`src/rtl/adc_meter_pkg.sv`:
```
// ============================================================================
// Module : adc_meter_pkg
// Brief  : Shared state encoding and default constants for the ADC meter.
// Rev    : 1.0  initial release
// ============================================================================
`default_nettype none

package adc_meter_pkg;

  typedef enum logic [1:0] {
    IDLE    = 2'd0,
    MEASURE = 2'd1,
    DONE    = 2'd2
  } state_t;

  localparam int DEF_DATA_W      = 12;
  localparam int DEF_MID         = 2048;
  localparam int DEF_HYST        = 64;
  localparam int DEF_GATE_CYCLES = 50_000_000;

endpackage

`default_nettype wire

```
`src/rtl/adc_hyst_cmp.sv`:
```
// ============================================================================
// Module : adc_hyst_cmp
// Brief  : Mid-scale comparator with hysteresis and a rising-crossing pulse.
// Rev    : 1.0  initial release
// ============================================================================
`default_nettype none

module adc_hyst_cmp #(
  parameter int DATA_W = 12,
  parameter int MID    = 2048,
  parameter int HYST   = 64
) (
  input  logic              clk,
  input  logic              rst_n,
  input  logic [DATA_W-1:0] sample,
  input  logic              init_load,
  input  logic              init_level,
  output logic              level,
  output logic              rise
);

  localparam logic [DATA_W-1:0] HI = DATA_W'(MID + HYST);
  localparam logic [DATA_W-1:0] LO = DATA_W'(MID - HYST);

  logic above_hi;
  logic below_lo;

  assign above_hi = (sample > HI);
  assign below_lo = (sample < LO);

  // A load cycle re-seeds the level, so it must never report an edge.
  assign rise = !init_load && !level && above_hi;

  always_ff @(posedge clk) begin
    if (!rst_n) begin
      level <= 1'b0;
    end else if (init_load) begin
      level <= init_level;
    end else if (above_hi) begin
      level <= 1'b1;
    end else if (below_lo) begin
      level <= 1'b0;
    end
  end

endmodule

`default_nettype wire

```
`src/rtl/adc_freq_meter.sv`:
```
// ============================================================================
// Module : adc_freq_meter
// Brief  : Gated frequency counter and min/max/peak-to-peak tracker for a
//          parallel offset-binary ADC clocked from this block.
// Rev    : 1.0  initial release
// ============================================================================
`default_nettype none

module adc_freq_meter
  import adc_meter_pkg::*;
#(
  parameter int DATA_W      = DEF_DATA_W,
  parameter int GATE_CYCLES = DEF_GATE_CYCLES,
  parameter int MID         = DEF_MID,
  parameter int HYST        = DEF_HYST
) (
  input  logic              Clk,
  input  logic              Reset_n,
  input  logic [DATA_W-1:0] ADC_Data,
  output logic              ADC_CLK,
  input  logic              Start,
  output logic              Busy,
  output logic              Done,
  output logic [31:0]       Freq_cnt,
  output logic [DATA_W-1:0] Vmax,
  output logic [DATA_W-1:0] Vmin,
  output logic [DATA_W-1:0] Vpp
);

  localparam logic [31:0]       GATE_LAST = 32'(GATE_CYCLES - 1);
  localparam logic [DATA_W-1:0] MID_VAL   = DATA_W'(MID);

  // ADC latches on our falling edge, so its outputs are stable at our rising edge.
  assign ADC_CLK = ~Clk;

  state_t            state;
  state_t            state_nxt;
  logic [DATA_W-1:0] s1;
  logic [DATA_W-1:0] s2;
  logic [31:0]       gate_cnt;
  logic [31:0]       edge_cnt;
  logic [DATA_W-1:0] max_trk;
  logic [DATA_W-1:0] min_trk;
  logic [31:0]       edge_nxt;
  logic [DATA_W-1:0] max_nxt;
  logic [DATA_W-1:0] min_nxt;
  logic              start_meas;
  logic              gate_last;
  logic              level;
  logic              rise;

  assign start_meas = (state == IDLE) && Start;
  assign gate_last  = (state == MEASURE) && (gate_cnt == GATE_LAST);

  adc_hyst_cmp #(
    .DATA_W (DATA_W),
    .MID    (MID),
    .HYST   (HYST)
  ) u_hyst (
    .clk        (Clk),
    .rst_n      (Reset_n),
    .sample     (s2),
    .init_load  (start_meas),
    .init_level (s2 >= MID_VAL),
    .level      (level),
    .rise       (rise)
  );

  always_ff @(posedge Clk) begin
    if (!Reset_n) begin
      state <= IDLE;
    end else begin
      state <= state_nxt;
    end
  end

  always_comb begin
    state_nxt = state;
    case (state)
      IDLE:    if (Start) state_nxt = MEASURE;
      MEASURE: if (gate_last) state_nxt = DONE;
      DONE:    state_nxt = IDLE;
      default: state_nxt = IDLE;
    endcase
  end

  always_comb begin
    Busy = (state == MEASURE);
    Done = (state == DONE);
  end

  // Next-tracker values let the final gate sample land in the published result.
  assign edge_nxt = (rise && (edge_cnt != 32'hFFFF_FFFF)) ? edge_cnt + 32'd1 : edge_cnt;
  assign max_nxt  = (s2 > max_trk) ? s2 : max_trk;
  assign min_nxt  = (s2 < min_trk) ? s2 : min_trk;

  always_ff @(posedge Clk) begin
    if (!Reset_n) begin
      s1       <= '0;
      s2       <= '0;
      gate_cnt <= '0;
      edge_cnt <= '0;
      max_trk  <= '0;
      min_trk  <= '0;
      Freq_cnt <= '0;
      Vmax     <= '0;
      Vmin     <= '0;
      Vpp      <= '0;
    end else begin
      s1 <= ADC_Data;
      s2 <= s1;
      if (start_meas) begin
        gate_cnt <= '0;
        edge_cnt <= '0;
        max_trk  <= '0;
        min_trk  <= '1;
      end else if (state == MEASURE) begin
        gate_cnt <= gate_cnt + 32'd1;
        edge_cnt <= edge_nxt;
        max_trk  <= max_nxt;
        min_trk  <= min_nxt;
      end
      if (gate_last) begin
        Freq_cnt <= edge_nxt;
        Vmax     <= max_nxt;
        Vmin     <= min_nxt;
        Vpp      <= max_nxt - min_nxt;
      end
    end
  end

endmodule

`default_nettype wire

```
`config.mk`:
```
export PLATFORM = sky130hd
export DESIGN_NAME = adc_freq_meter
export DESIGN_NICKNAME = d
export VERILOG_FILES = /design/src/rtl/adc_meter_pkg.sv /design/src/rtl/adc_hyst_cmp.sv /design/src/rtl/adc_freq_meter.sv
export SDC_FILE = /design/constraint.sdc
export NUM_CORES = 1
export LEC_CHECK = 0
export ABC_AREA = 1
export CORE_AREA = 2 2 210 212
export DETAILED_ROUTE_END_ITERATION = 7
export DIE_AREA = 0 0 212 214
export PLACE_DENSITY = 0.48
export SYNTH_ARGS = -nofsm -noshare
export SYNTH_HDL_FRONTEND = slang
export SYNTH_SLANG_ARGS = --single-unit
```
`constraint.sdc`:
```
create_clock -name Clk -period 2.7 [get_ports Clk]
set_input_delay 0.27 -clock Clk [delete_from_list [all_inputs] [get_ports Clk]]
set_output_delay 0.27 -clock Clk [all_outputs]
set_load 0.02 [all_outputs]
```
== Yosys cells after proc, flatten, opt, wreduce, memory -nomap -nowiden ==
Index checks and enable logic that the tools add are counted.
W data, S select, Z words.
Storage, ports and cells
  register bits after elaboration: 183
  input port bits: 15
  output and inout bits: 71
  logic and storage cells: 51
Cells by class
  add/subtract/negate cells: 3
  magnitude comparators: 5
  equality and inequality tests: 6
  mux-type cells: 11
  bitwise gates (word level): 2
  reductions and logical operators: 12
Operators by type and width (count)
  $add A32 B1 Y32 const B: 2
  $mux W12: 4
  $eq A32 B26 Y1 const B: 1
  $mux W32: 1
  $ne A32 B32 Y1 const B: 1
  $ge A12 B12 Y1 const B: 1
  $gt A12 B12 Y1: 1
  $gt A12 B12 Y1 const B: 1
  $lt A12 B11 Y1 const B: 1
  $lt A12 B12 Y1: 1
  $sub A12 B12 Y12: 1
  $logic_and A1 B1 Y1: 5
  $mux W2: 2
  $pmux W2 S2: 1
  $mux W1: 3
  $reduce_bool A3 Y1: 1
  $eq A2 B1 Y1 const B: 1
  $eq A2 B2 Y1 const B: 1
  $logic_not A1 Y1: 2
  $logic_not A2 Y1: 1
  $ne A2 B1 Y1 const B: 1
  $ne A2 B2 Y1 const B: 1
  $not A1 Y1: 2
  $reduce_and A2 Y1: 1
  other kinds (2): 2

== Depth between registers and ports, before layout ==
Gate-level depths: netlist of the first run.
  depth in word-level cells: 7
  gate-level depth with buffers: 23
  gate-level depth less buffers: 22

== Cells and area by module ==
Synthesis of the first run repeated with hierarchy kept, for this count alone.
Unflattened totals
  cell total of the unflattened synthesis: 1379
  area total of the unflattened synthesis: 9999.6 µm²
Modules (own cells, without submodules)
  adc_freq_meter: instances 1, cells an instance 1343, area an instance 9839.4 µm², sequential area each 3643.5 µm²
  adc_hyst_cmp: instances 1, cells an instance 36, area an instance 160.2 µm², sequential area each 20.0 µm²

==> results of run 1 <==
==> routing by layer <==
metal  track usage  part of all wire  up-vias
met5             0                 0        -
met4       0.03756             0.015        0
met3       0.02346             0.034       24
met2        0.2110              0.44      151
met1        0.1878              0.51     4302
li1              -                 -     4878
==> cell type report <==
cell class	instances	area, um2	area share
Inverter	247	927.1	0.06830
Multi-Input combinational cell	937	5714	0.4209
Clock inverter	12	150.1	0.01106
Antenna cell	1	2.502	0.0001843
Clock buffer	21	469.2	0.03456
Timing Repair Buffer	211	1871	0.1378
Tap cell	585	732.0	0.05392
Sequential cell	183	3710	0.2733
==> cells in the mapped netlist, types with 3 or more instances <==
| library cell | count | area share |
|---|---|---|
| nand2_1 | 332 | 0.13 |
| o21a_1 | 45 | 0.034 |
| nor2_2 | 6 | 0.0038 |
| dfxtp_1 | 183 | 0.37 |
| a21oi_1 | 81 | 0.041 |
| inv_2 | 16 | 0.0061 |
| clkbuf_1 | 29 | 0.011 |
| ha_1 | 36 | 0.046 |
| nand2_2 | 8 | 0.0051 |
| nor4_1 | 10 | 0.0064 |
| o21ai_0 | 66 | 0.034 |
| nand3_1 | 101 | 0.051 |
| buf_6 | 6 | 0.0069 |
| o211ai_1 | 14 | 0.011 |
| or2_2 | 3 | 0.0019 |
| nor3_2 | 5 | 0.0051 |
| nor2_1 | 93 | 0.036 |
| xor2_1 | 45 | 0.040 |
| buf_1 | 4 | 0.0015 |
| o21ai_1 | 10 | 0.0051 |
| buf_4 | 6 | 0.0046 |
| xnor2_1 | 6 | 0.0053 |
| nand4_1 | 24 | 0.015 |
| inv_1 | 232 | 0.089 |
| buf_2 | 9 | 0.0046 |
| nor3_1 | 28 | 0.014 |
==> through the flow <==
stage | instance area [um2] | setup TNS (ns) | worst slack, ns | utilization | power, mW
after floorplan | 9953 | -0.01236 | -0.008273 | - | 3.910
after global placement | 12040 | -1.867 | -0.2642 | 0.2807 | 4.666
after detailed placement | 12040 | -2.026 | -0.3113 | 0.2807 | 4.678
after CTS | 13260 | -0.1909 | -0.08095 | 0.3092 | 7.749
after global routing | 13570 | -1.988 | -0.3058 | 0.3165 | 8.378
final | 13580 | -0.7521 | -0.1288 | 0.3165 | 7.932
==> flip-flops by register name, summed over array words and instances, names as in the netlist <==
register and count:
s2 12, Vmin 12, Freq_cnt 32, state 2, gate_cnt 32, u_hyst.level 1, max_trk 12, edge_cnt 32
s1 12, Vmax 12, Vpp 12, min_trk 12
==> worst reg2reg max path, delay by kind of cell (launching register included) <==
kind,cells,cell delay (ns)
AND/OR/NAND/NOR,6,0.82
buffers and inverters,4,0.43
flip-flops,1,0.33
adder cells (fa/ha/maj),2,0.69
XOR/XNOR,1,0.11
AO/OA/AOI/OAI,3,0.32
==> final timing paths <==
check / start / endpoint / slack, ns / cells after the start
max: max_trk[6]$_SDFFE_PP0P_ / Vpp[6]$_SDFFE_PN0P_ / -0.13 / 16
min: Reset_n / state[1]$_SDFFE_PN0P_ / 0.21 / 3
max reg2reg: max_trk[6]$_SDFFE_PP0P_ / Vpp[6]$_SDFFE_PN0P_ / -0.13 / 16
min reg2reg: s1[6]$_SDFF_PN0_ / s2[6]$_SDFF_PN0_ / 0.41 / 2
==> power by group <==
| group | switching, mW | leakage [nW] | internal [mW] |
|---|---|---|---|
| sequential | 0.0705 | 1.50 | 2.78 |
| clock | 1.19 | 0.311 | 1.53 |
| combinational | 1.22 | 4.16 | 1.14 |
| total | 2.48 | 5.97 | 5.45 |
==> timing repair <==
| action | CTS | global route |
|---|---|---|
| hold buffers | 0 | 0 |
| resized for setup | 117 | 51 |
| pin swaps | 31 | 26 |
| buffers inserted | 18 | 9 |
| setup endpoints to repair | 10 | 11 |
| cloned | 3 | 0 |
==> cell families after synthesis <==
family | count (synthesis) | share of synthesized area
AOI/OAI and AO/OA | 226 | 0.1336
xor gates and xnor gates | 51 | 0.04543
adders and majority gates | 37 | 0.04784
buffers and inverters | 302 | 0.1233
DFF | 183 | 0.3726
and+or+nand+nor | 620 | 0.2773
==> flow_metrics.env, run 1 <==
export IMPL_start_util=0.2293
export IMPL_synth_seq_cells=183
export IMPL_worstSetupPathType="reg2reg"
export IMPL_tightest_slew_ns=0.6443
export IMPL_hpwl_um=21090
export IMPL_hold_worst_slack_ns=0.2053
export IMPL_grt_usage=0.1343
export IMPL_die_area_um2=45370
export IMPL_slew_headroom=0.5705
export IMPL_wl_um=29740
export IMPL_route_detailed_drc=0
export IMPL_vias=9355
export IMPL_gp_congestion=0.8592
export IMPL_path_cells="inv_2, ha_4, nand4_1, nor2_1, nand2_2, nand3_4, nand2_4, nand2_1, o21ai_4, buf_4, fa_2, a21oi_2, buf_4, buf_4, xor2_2, a21oi_1"
export IMPL_synth_net_count=1471
export IMPL_htreeDepth=4
export IMPL_ant_nets=0
export IMPL_critPathCaptureType="register"
export IMPL_synth_edff_count=0
export IMPL_leakagePower_nw=5.972
export IMPL_post_route_period_util=1.048
export IMPL_grt_ovfl_total=0
export IMPL_seq_area_frac_synth=0.3726
export IMPL_worst_path_most_repeated_cell="buf_4"
export IMPL_final_cells=2197
export IMPL_ir_drop_v=0.0002976
export IMPL_ys_flop_type="dfxtp_1"
export IMPL_rows=76
export IMPL_tritoncts="yes"
export IMPL_fp_coreArea_um2=42890
export IMPL_die_h_um=214
export IMPL_layout_drive_gt1_share=0.2110
export IMPL_viasPerCell=4.258
export IMPL_setup_viol=8
export IMPL_routedWlPerCell_um=13.54
export IMPL_synth_area_um2=9833
export IMPL_finClkSkew_ns=0.01501
export IMPL_setup_ws_ns=-0.1288
export IMPL_max_stage_delay_ns=0.43
export IMPL_drtPass1Iterations=5
export IMPL_drt_iter0_drc=441
export IMPL_rsz0062_at_grt="yes"
export IMPL_nNetsFinal=1651
export IMPL_hold_viol=0
export IMPL_crit_fanout=5
export IMPL_final_cell_mix="nand2_1, inv_1, dfxtp_1"
export IMPL_io_buffer_count=85
export IMPL_clk_latency_ns=0.45
export IMPL_path_delay_family="simple AND/OR/NAND/NOR gates"
export IMPL_grt_pass1_wl_um=48620
export IMPL_final_common_cell="nand2_1"
export IMPL_status="finished with violations"
export IMPL_dp_cells=2136
export IMPL_hold_path_class="in2reg"
export IMPL_cpMaxStageDelayCell="fa_2"
export IMPL_antenna_found_initial=1
export IMPL_num_fill_cells=4578
export IMPL_cts_clk_slew_worst_paths_ns=0.07
export IMPL_startpoint_type="register"
export IMPL_min_period_ns=2.829
export IMPL_synth_cell_types=43
export IMPL_grt_max_degree=107
export IMPL_cts_buffer_depth=2
export IMPL_crit_arrival_ns=3.14
export IMPL_die_w_um=212
export IMPL_synth_avg_cell_area_um2=6.930
export IMPL_root_buffer="clkbuf_16"
export IMPL_areaGrowthSynthToFinish_pct=38.06
export IMPL_grt_pass1_vias=9119
export IMPL_yosysWarnings=0
export IMPL_cts_buffers=17
export IMPL_violations="negative setup slack"
export IMPL_powerDensity_nw_per_um2=584.3
export IMPL_syn_inst=1419
export IMPL_io_pin_count=86
export IMPL_drv_slew=0
export IMPL_cp_buffers_inverters=4
export IMPL_synth_async_reset_ratio=0
export IMPL_required_ns=3.02
export IMPL_fmax_ghz=0.3535
export IMPL_timing_max_cap_violations=0
Note: power is estimated with default switching activity, not from simulation.
==> run 2: changes to the inputs <==
- PLACE_DENSITY: 0.48 -> 0.37
==> run 2 against run 1 <==
Effect of this change:
- the flow still finishes with violations (negative setup slack)
- non-clock buffer count is the same
- clock power shrank 2%
- global-route usage grew 1.3 points
- critical endpoint is now Vpp[8]$_SDFFE_PN0P_
- largest cell class unchanged
- highest routed layer unchanged
==> flow_metrics.env, run 2 (synthesis results as in run 1) <==
export IMPL_status="finished with violations"
export IMPL_violations="negative setup slack"
export IMPL_root_buffer="clkbuf_16"
export IMPL_viasPerCell=4.227
export IMPL_required_ns=3.06
export IMPL_rows=76
export IMPL_die_h_um=214
export IMPL_tightest_slew_ns=0.6265
export IMPL_drtPass1Iterations=4
export IMPL_num_fill_cells=4668
export IMPL_tns_ns=-0.6734
export IMPL_p_clk_frac=0.336
export IMPL_leakagePower_nw=5.978
export IMPL_setup_ws_ns=-0.1314
export IMPL_postCtsHoldBufs=0
export IMPL_diodes=0
export IMPL_worst_r2r_endpoint="Vpp[8]$_SDFFE_PN0P_"
export IMPL_worstSetupPathType="reg2reg"
export IMPL_grt_pass1_vias=9059
export IMPL_wl_um=32890
export IMPL_hold_path_class="in2reg"
export IMPL_die_w_um=212
export IMPL_htreeDepth=4
export IMPL_multiInputGateArea_um2=5607
export IMPL_areaGrowthSynthToFinish_pct=37.87
export IMPL_min_period_ns=2.831
export IMPL_switchingPower_mw=2.535
export IMPL_r2r_start="min_trk[11]$_SDFFE_PN0P_"
export IMPL_post_route_period_util=1.049
export IMPL_ant_nets=0
export IMPL_crit_start="min_trk[11]$_SDFFE_PN0P_"
export IMPL_antenna_found_initial=0
export IMPL_clk_latency_ns=0.48
export IMPL_cpMaxStageDelayCell="fa_2"
export IMPL_ff2ff_path_depth=17
export IMPL_p_int_mw=5.397
export IMPL_max_stage_delay_ns=0.42
export IMPL_fp_coreArea_um2=42890
export IMPL_reg_largest_list="Freq_cnt: 32 flops, edge_cnt: 32 flops, gate_cnt: 32 flops"
export IMPL_drt_iter0_drc=545
export IMPL_critPathCaptureType="register"
export IMPL_path_cells="inv_1, ha_4, nand4_1, nor2_1, nand2_2, nand2_4, clkbuf_16, nand2_2, o21ai_4, ha_4, inv_4, fa_2, a21oi_2, nor2_1, nor2_1, xor2_1, a21oi_1"
export IMPL_grt_pass1_wl_um=51040
export IMPL_postLayoutCoreUtil=0.3161
export IMPL_die_area_um2=45370
export IMPL_route_detailed_drc=0
export IMPL_routedWlPerCell_um=14.99
export IMPL_io_buffer_count=85
export IMPL_final_common_cell="nand2_1"
export IMPL_grt_ovfl_total=0
export IMPL_holdPathEnd="state[1]$_SDFFE_PN0P_"
export IMPL_hpwl_um=23520
export IMPL_seqCellArea_um2=3700
export IMPL_powerDensity_nw_per_um2=585.1
export IMPL_p_comb_frac=0.304
export IMPL_final_cells=2194
export IMPL_final_cell_mix="nand2_1, inv_1, dfxtp_1"
export IMPL_finClkSkew_ns=0.01308
export IMPL_tritoncts="yes"
export IMPL_hold_viol=0
export IMPL_min_from="Reset_n"
export IMPL_fmax_ghz=0.3532
export IMPL_sw_frac_of_total=0.3196
export IMPL_worst_path_most_repeated_cell="nor2_1"
export IMPL_crit_arrival_ns=3.19
export IMPL_placed_cell_area_um2=12140
export IMPL_slew_headroom=0.5817
export IMPL_rsz0062_at_grt="yes"
export IMPL_vias=9275
export IMPL_dp_cells=2143
export IMPL_io_pin_count=86
export IMPL_gp_congestion=0.8639
export IMPL_layout_drive_gt1_share=0.2051
export IMPL_startpoint_type="register"
export IMPL_drv_slew=0
export IMPL_start_util=0.2293
export IMPL_pre_cts_ws_ns=-0.2645
export IMPL_reg2reg_slack_ns=-0.13
export IMPL_fin_area_um2=13560
export IMPL_hold_depth=3
export IMPL_nNetsFinal=1648
export IMPL_setup_viol=8
export IMPL_grt_max_degree=107
export IMPL_cts_clk_slew_worst_paths_ns=0.07
export IMPL_grt_usage=0.1469
export IMPL_cts_buffers=17
export IMPL_crit_fanout=6
export IMPL_ir_drop_v=0.0004585
export IMPL_p_seq_frac=0.360
export IMPL_cts_buffer_depth=2
export IMPL_timing_max_cap_violations=0
[run 2: cell types whose count changed in the layout (fill, tap and decap cells not counted), sizes merged]
| cell | change |
|---|---|
| buf | -4 |
| bufinv | -1 |
| clkbuf | +6 |
| clkinv | +1 |
| clkinvlp | -1 |
| diode | -1 |
| dlygate4sd2 | +1 |
| dlymetal6s2s | -1 |
| nand2 | -3 |
[run 2: final cells by class]
type | instances | share of cell area
clock buffers | 23 | 0.03563
multi-input cells | 934 | 0.4136
clock inverters | 11 | 0.008952
repair buffers | 211 | 0.1464
well taps | 585 | 0.05399
inverters | 247 | 0.06857
flip-flops and latches | 183 | 0.2729
[run 2: metal layers]
metal | part of all wire | global-route usage
met4 | 0.012 | 0.04319
met5 | 0 | 0
met1 | 0.53 | 0.2122
met3 | 0.029 | 0.03181
met2 | 0.43 | 0.2169
[run 2: what timing repair did]
action | CTS | global route
setup endpoints to repair | 11 | 10
cloned | 0 | 5
pin swaps | 10 | 50
gates resized for setup | 48 | 96
setup buffers | 5 | 9
[run 2: power by group through the flow]
stage	combinational [mW]	sequential, mW	clock, mW
after floorplan	0.994	2.89	0.0265
after global placement	1.79	2.91	0.0549
after detailed placement	1.79	2.91	0.0549
after CTS	1.96	2.85	2.80
after global routing	2.64	2.86	2.90
final	2.41	2.85	2.67
[run 2: worst max-delay path by stage]
stage / end / slack (ns) / depth (start not counted)
after floorplan: Vpp[8]$_SDFFE_PN0P_ / -0.008 / 17
after global placement: Vpp[9]$_SDFFE_PN0P_ / -0.25 / 17
after detailed placement: Vpp[8]$_SDFFE_PN0P_ / -0.26 / 17
after CTS: Vpp[10]$_SDFFE_PN0P_ / -0.11 / 18
after global routing: Vpp[8]$_SDFFE_PN0P_ / -0.33 / 18
final: Vpp[8]$_SDFFE_PN0P_ / -0.13 / 17
[run 2: worst max-delay path, delay by kind of cell, from the launching register on]
family                     cells  cell delay [ns]
AOI/OAI and AO/OA              3             0.33
DFF                            1             0.33
adders and majority gates      3             0.87
xor gates and xnor gates       1             0.15
buffers and inverters          3             0.27
and+or+nand+nor                7             0.77
[run 2: metrics by stage]
step	hold WS, ns	total power [mW]
floorplan	0.3466	3.910
global placement	0.3984	4.754
detailed placement	0.4026	4.757
CTS	0.08484	7.598
global route	0.1218	8.408
finish	0.1415	7.932
==> run 3: changes to the inputs <==
- REMOVE_ABC_BUFFERS: default -> 1
==> run 3 against run 2 <==
Effect of this change:
- the flow still finishes with violations (negative setup slack)
- total power down 2.6%
- critical endpoint is now Vpp[10]$_SDFFE_PN0P_
- non-clock buffer count grew 17
- first-iteration DRC count decreased by 28%
- hold slack improved by 0.087 ns
- sequential share of layout area about the same
- combinational power fell by 4%
- sequential power is essentially flat
- largest cell class unchanged
- clock power down 4%
- die area stayed put
- clock skew hardly changed
- flip-flop and latch count did not move
==> flow_metrics.env, run 3 (synthesis results as in run 1) <==
export IMPL_clk_latency_ns=0.46
export IMPL_layout_drive_gt1_share=0.2159
export IMPL_placed_cell_area_um2=12100
export IMPL_grt_usage=0.1471
export IMPL_path_cells="inv_2, ha_4, nand4_1, a21oi_2, nor2_2, nand2_4, buf_8, buf_4, nand2_1, o21ai_0, buf_4, ha_4, a21oi_1, o2111ai_2, xor2_1, o21ai_1, inv_1"
export IMPL_required_ns=3.06
export IMPL_cpMaxStageDelayCell="dfxtp_2"
export IMPL_hold_worst_slack_ns=0.2288
export IMPL_fmax_ghz=0.3515
export IMPL_p_seq_frac=0.369
export IMPL_drv_slew=0
export IMPL_crit_fanout=7
export IMPL_status="finished with violations"
export IMPL_final_cell_mix="nand2_1, inv_1, dfxtp_1"
export IMPL_tritoncts="yes"
export IMPL_setup_viol=6
export IMPL_min_from="Reset_n"
export IMPL_post_route_period_util=1.054
export IMPL_worstSetupPathType="reg2reg"
export IMPL_powerDensity_nw_per_um2=570.2
export IMPL_worst_r2r_endpoint="Vpp[10]$_SDFFE_PN0P_"
export IMPL_root_buffer="clkbuf_16"
export IMPL_io_buffer_count=85
export IMPL_reg2reg_slack_ns=-0.15
export IMPL_grt_pass1_wl_um=51800
export IMPL_num_fill_cells=4617
export IMPL_timing_max_cap_violations=0
export IMPL_hold_depth=3
export IMPL_viasPerCell=4.257
export IMPL_max_stage_delay_ns=0.34
export IMPL_leakagePower_nw=6.010
export IMPL_nNetsFinal=1665
export IMPL_holdPathEnd="state[1]$_SDFFE_PN0P_"
export IMPL_crit_arrival_ns=3.21
export IMPL_p_comb_frac=0.299
export IMPL_diodes=0
export IMPL_critPathCaptureType="register"
export IMPL_ff2ff_path_depth=17
export IMPL_r2r_start="min_trk[11]$_SDFFE_PN0P_"
export IMPL_dp_cells=2156
export IMPL_vias=9413
export IMPL_violations="negative setup slack"
export IMPL_p_clk_frac=0.332
export IMPL_ir_drop_v=0.0004108
export IMPL_antenna_found_initial=0
export IMPL_final_cells=2211
export IMPL_gp_congestion=0.8119
export IMPL_sw_frac_of_total=0.3178
export IMPL_hold_path_class="in2reg"
export IMPL_p_total_mw=7.727
export IMPL_die_w_um=212
export IMPL_fp_coreArea_um2=42890
export IMPL_path_delay_family="compound AO/OA/AOI/OAI gates"
export IMPL_hold_viol=0
export IMPL_start_util=0.2293
export IMPL_rows=76
export IMPL_route_detailed_drc=0
export IMPL_setup_ws_ns=-0.1451
export IMPL_reg_largest_list="Freq_cnt: 32 flops, edge_cnt: 32 flops, gate_cnt: 32 flops"
export IMPL_cts_buffers=17
export IMPL_cts_buffer_depth=2
export IMPL_die_area_um2=45370
export IMPL_routedWlPerCell_um=14.76
export IMPL_areaGrowthSynthToFinish_pct=37.82
export IMPL_wl_um=32640
export IMPL_startpoint_type="register"
export IMPL_ant_nets=0
export IMPL_rsz0062_at_grt="yes"
export IMPL_fin_area_um2=13550
export IMPL_postLayoutCoreUtil=0.3160
export IMPL_grt_max_degree=57
export IMPL_die_h_um=214
export IMPL_tightest_slew_ns=0.5878
export IMPL_grt_pass1_vias=9287
export IMPL_p_int_mw=5.272
export IMPL_finClkSkew_ns=0.01281
export IMPL_hpwl_um=23970
export IMPL_drt_iter0_drc=390
export IMPL_cp_buffers_inverters=5
export IMPL_switchingPower_mw=2.455
export IMPL_final_common_cell="nand2_1"
export IMPL_htreeDepth=4
export IMPL_cts_clk_slew_worst_paths_ns=0.07
export IMPL_drtPass1Iterations=5
export IMPL_min_period_ns=2.845
export IMPL_slew_headroom=0.6081
export IMPL_io_pin_count=86
export IMPL_grt_ovfl_total=0
-- run 3: cell count changes in the layout (fill, tap and decap cells not counted), moves of 4 or more --
| cell | delta |
|---|---|
| o21ai_4 | -8 |
| ha_1 | -4 |
| buf_6 | -4 |
| o21ai_2 | +6 |
| dfxtp_1 | -4 |
| ha_4 | +4 |
| inv_1 | -7 |
| inv_2 | +5 |
| dfxtp_2 | +5 |
| buf_4 | +24 |
-- run 3: repair_timing --
| action | 4_1_cts | 5_1_grt |
|---|---|---|
| gates resized for setup | 121 | 60 |
| buffers inserted | 16 | 5 |
| endpoints found under the setup margin | 12 | 11 |
| hold buffers | 0 | 0 |
| cloned | 1 | 1 |
| pin swaps | 31 | 33 |
-- run 3: area by class of cell --
| class | count | area (um2) | share of cell area |
|---|---|---|---|
| clock buffer | 23 | 483.0 | 0.03564 |
| inverter | 247 | 933.4 | 0.06888 |
| clock inverter | 11 | 98.84 | 0.007294 |
| timing repair buffer | 228 | 2042 | 0.1507 |
| sequential | 183 | 3702 | 0.2732 |
| multi-input combinational | 934 | 5560 | 0.4103 |
| tap | 585 | 732.0 | 0.05401 |
-- run 3: metal layers --
| metal | part of all wire | global-route usage | vias to the layer above |
|---|---|---|---|
| met5 | 0 | 0 | - |
| met4 | 0.022 | 0.05164 | 0 |
| met3 | 0.032 | 0.02448 | 31 |
| met2 | 0.44 | 0.2298 | 141 |
| met1 | 0.51 | 0.2033 | 4327 |
| li1 | - | - | 4914 |
-- run 3: power by group through the flow --
stage / combinational, mW / clock (mW) / sequential [mW]
after floorplan: 0.870 / 0.0265 / 2.89
after global placement: 1.73 / 0.0549 / 2.90
after detailed placement: 1.72 / 0.0549 / 2.90
after CTS: 2.09 / 2.68 / 2.85
after global routing: 2.54 / 2.77 / 2.86
final: 2.31 / 2.56 / 2.85
-- run 3: how the worst max path moves through the flow --
stage,start,endpoint,slack [ns],depth (start not counted)
6_report,min_trk[11]$_SDFFE_PN0P_,Vpp[10]$_SDFFE_PN0P_,-0.15,17
5_1_grt,max_trk[5]$_SDFFE_PP0P_,Vpp[11]$_SDFFE_PN0P_,-0.37,20
4_1_cts,s2[8]$_SDFF_PN0_,Vpp[11]$_SDFFE_PN0P_,-0.12,22
3_5_place_dp,min_trk[11]$_SDFFE_PN0P_,Vpp[9]$_SDFFE_PN0P_,-0.53,16
3_3_place_gp,min_trk[5]$_SDFFE_PN0P_,Vpp[8]$_SDFFE_PN0P_,-0.58,18
2_1_floorplan,min_trk[11]$_SDFFE_PN0P_,Vpp[8]$_SDFFE_PN0P_,-0.39,15
-- run 3: tightest hold or removal path, cell delays in order --
cell    delay (ns)
buf_4         0.15
inv_1         0.11
nor2_1        0.11
-- run 3: through the flow --
step	setup TNS [ns]	setup WS [ns]
3_3_place_gp	-4.730	-0.5784
2_1_floorplan	-15.04	-0.3898
4_1_cts	-0.5446	-0.1210
5_1_grt	-2.240	-0.3675
6_report	-0.6465	-0.1451
3_5_place_dp	-4.236	-0.5273
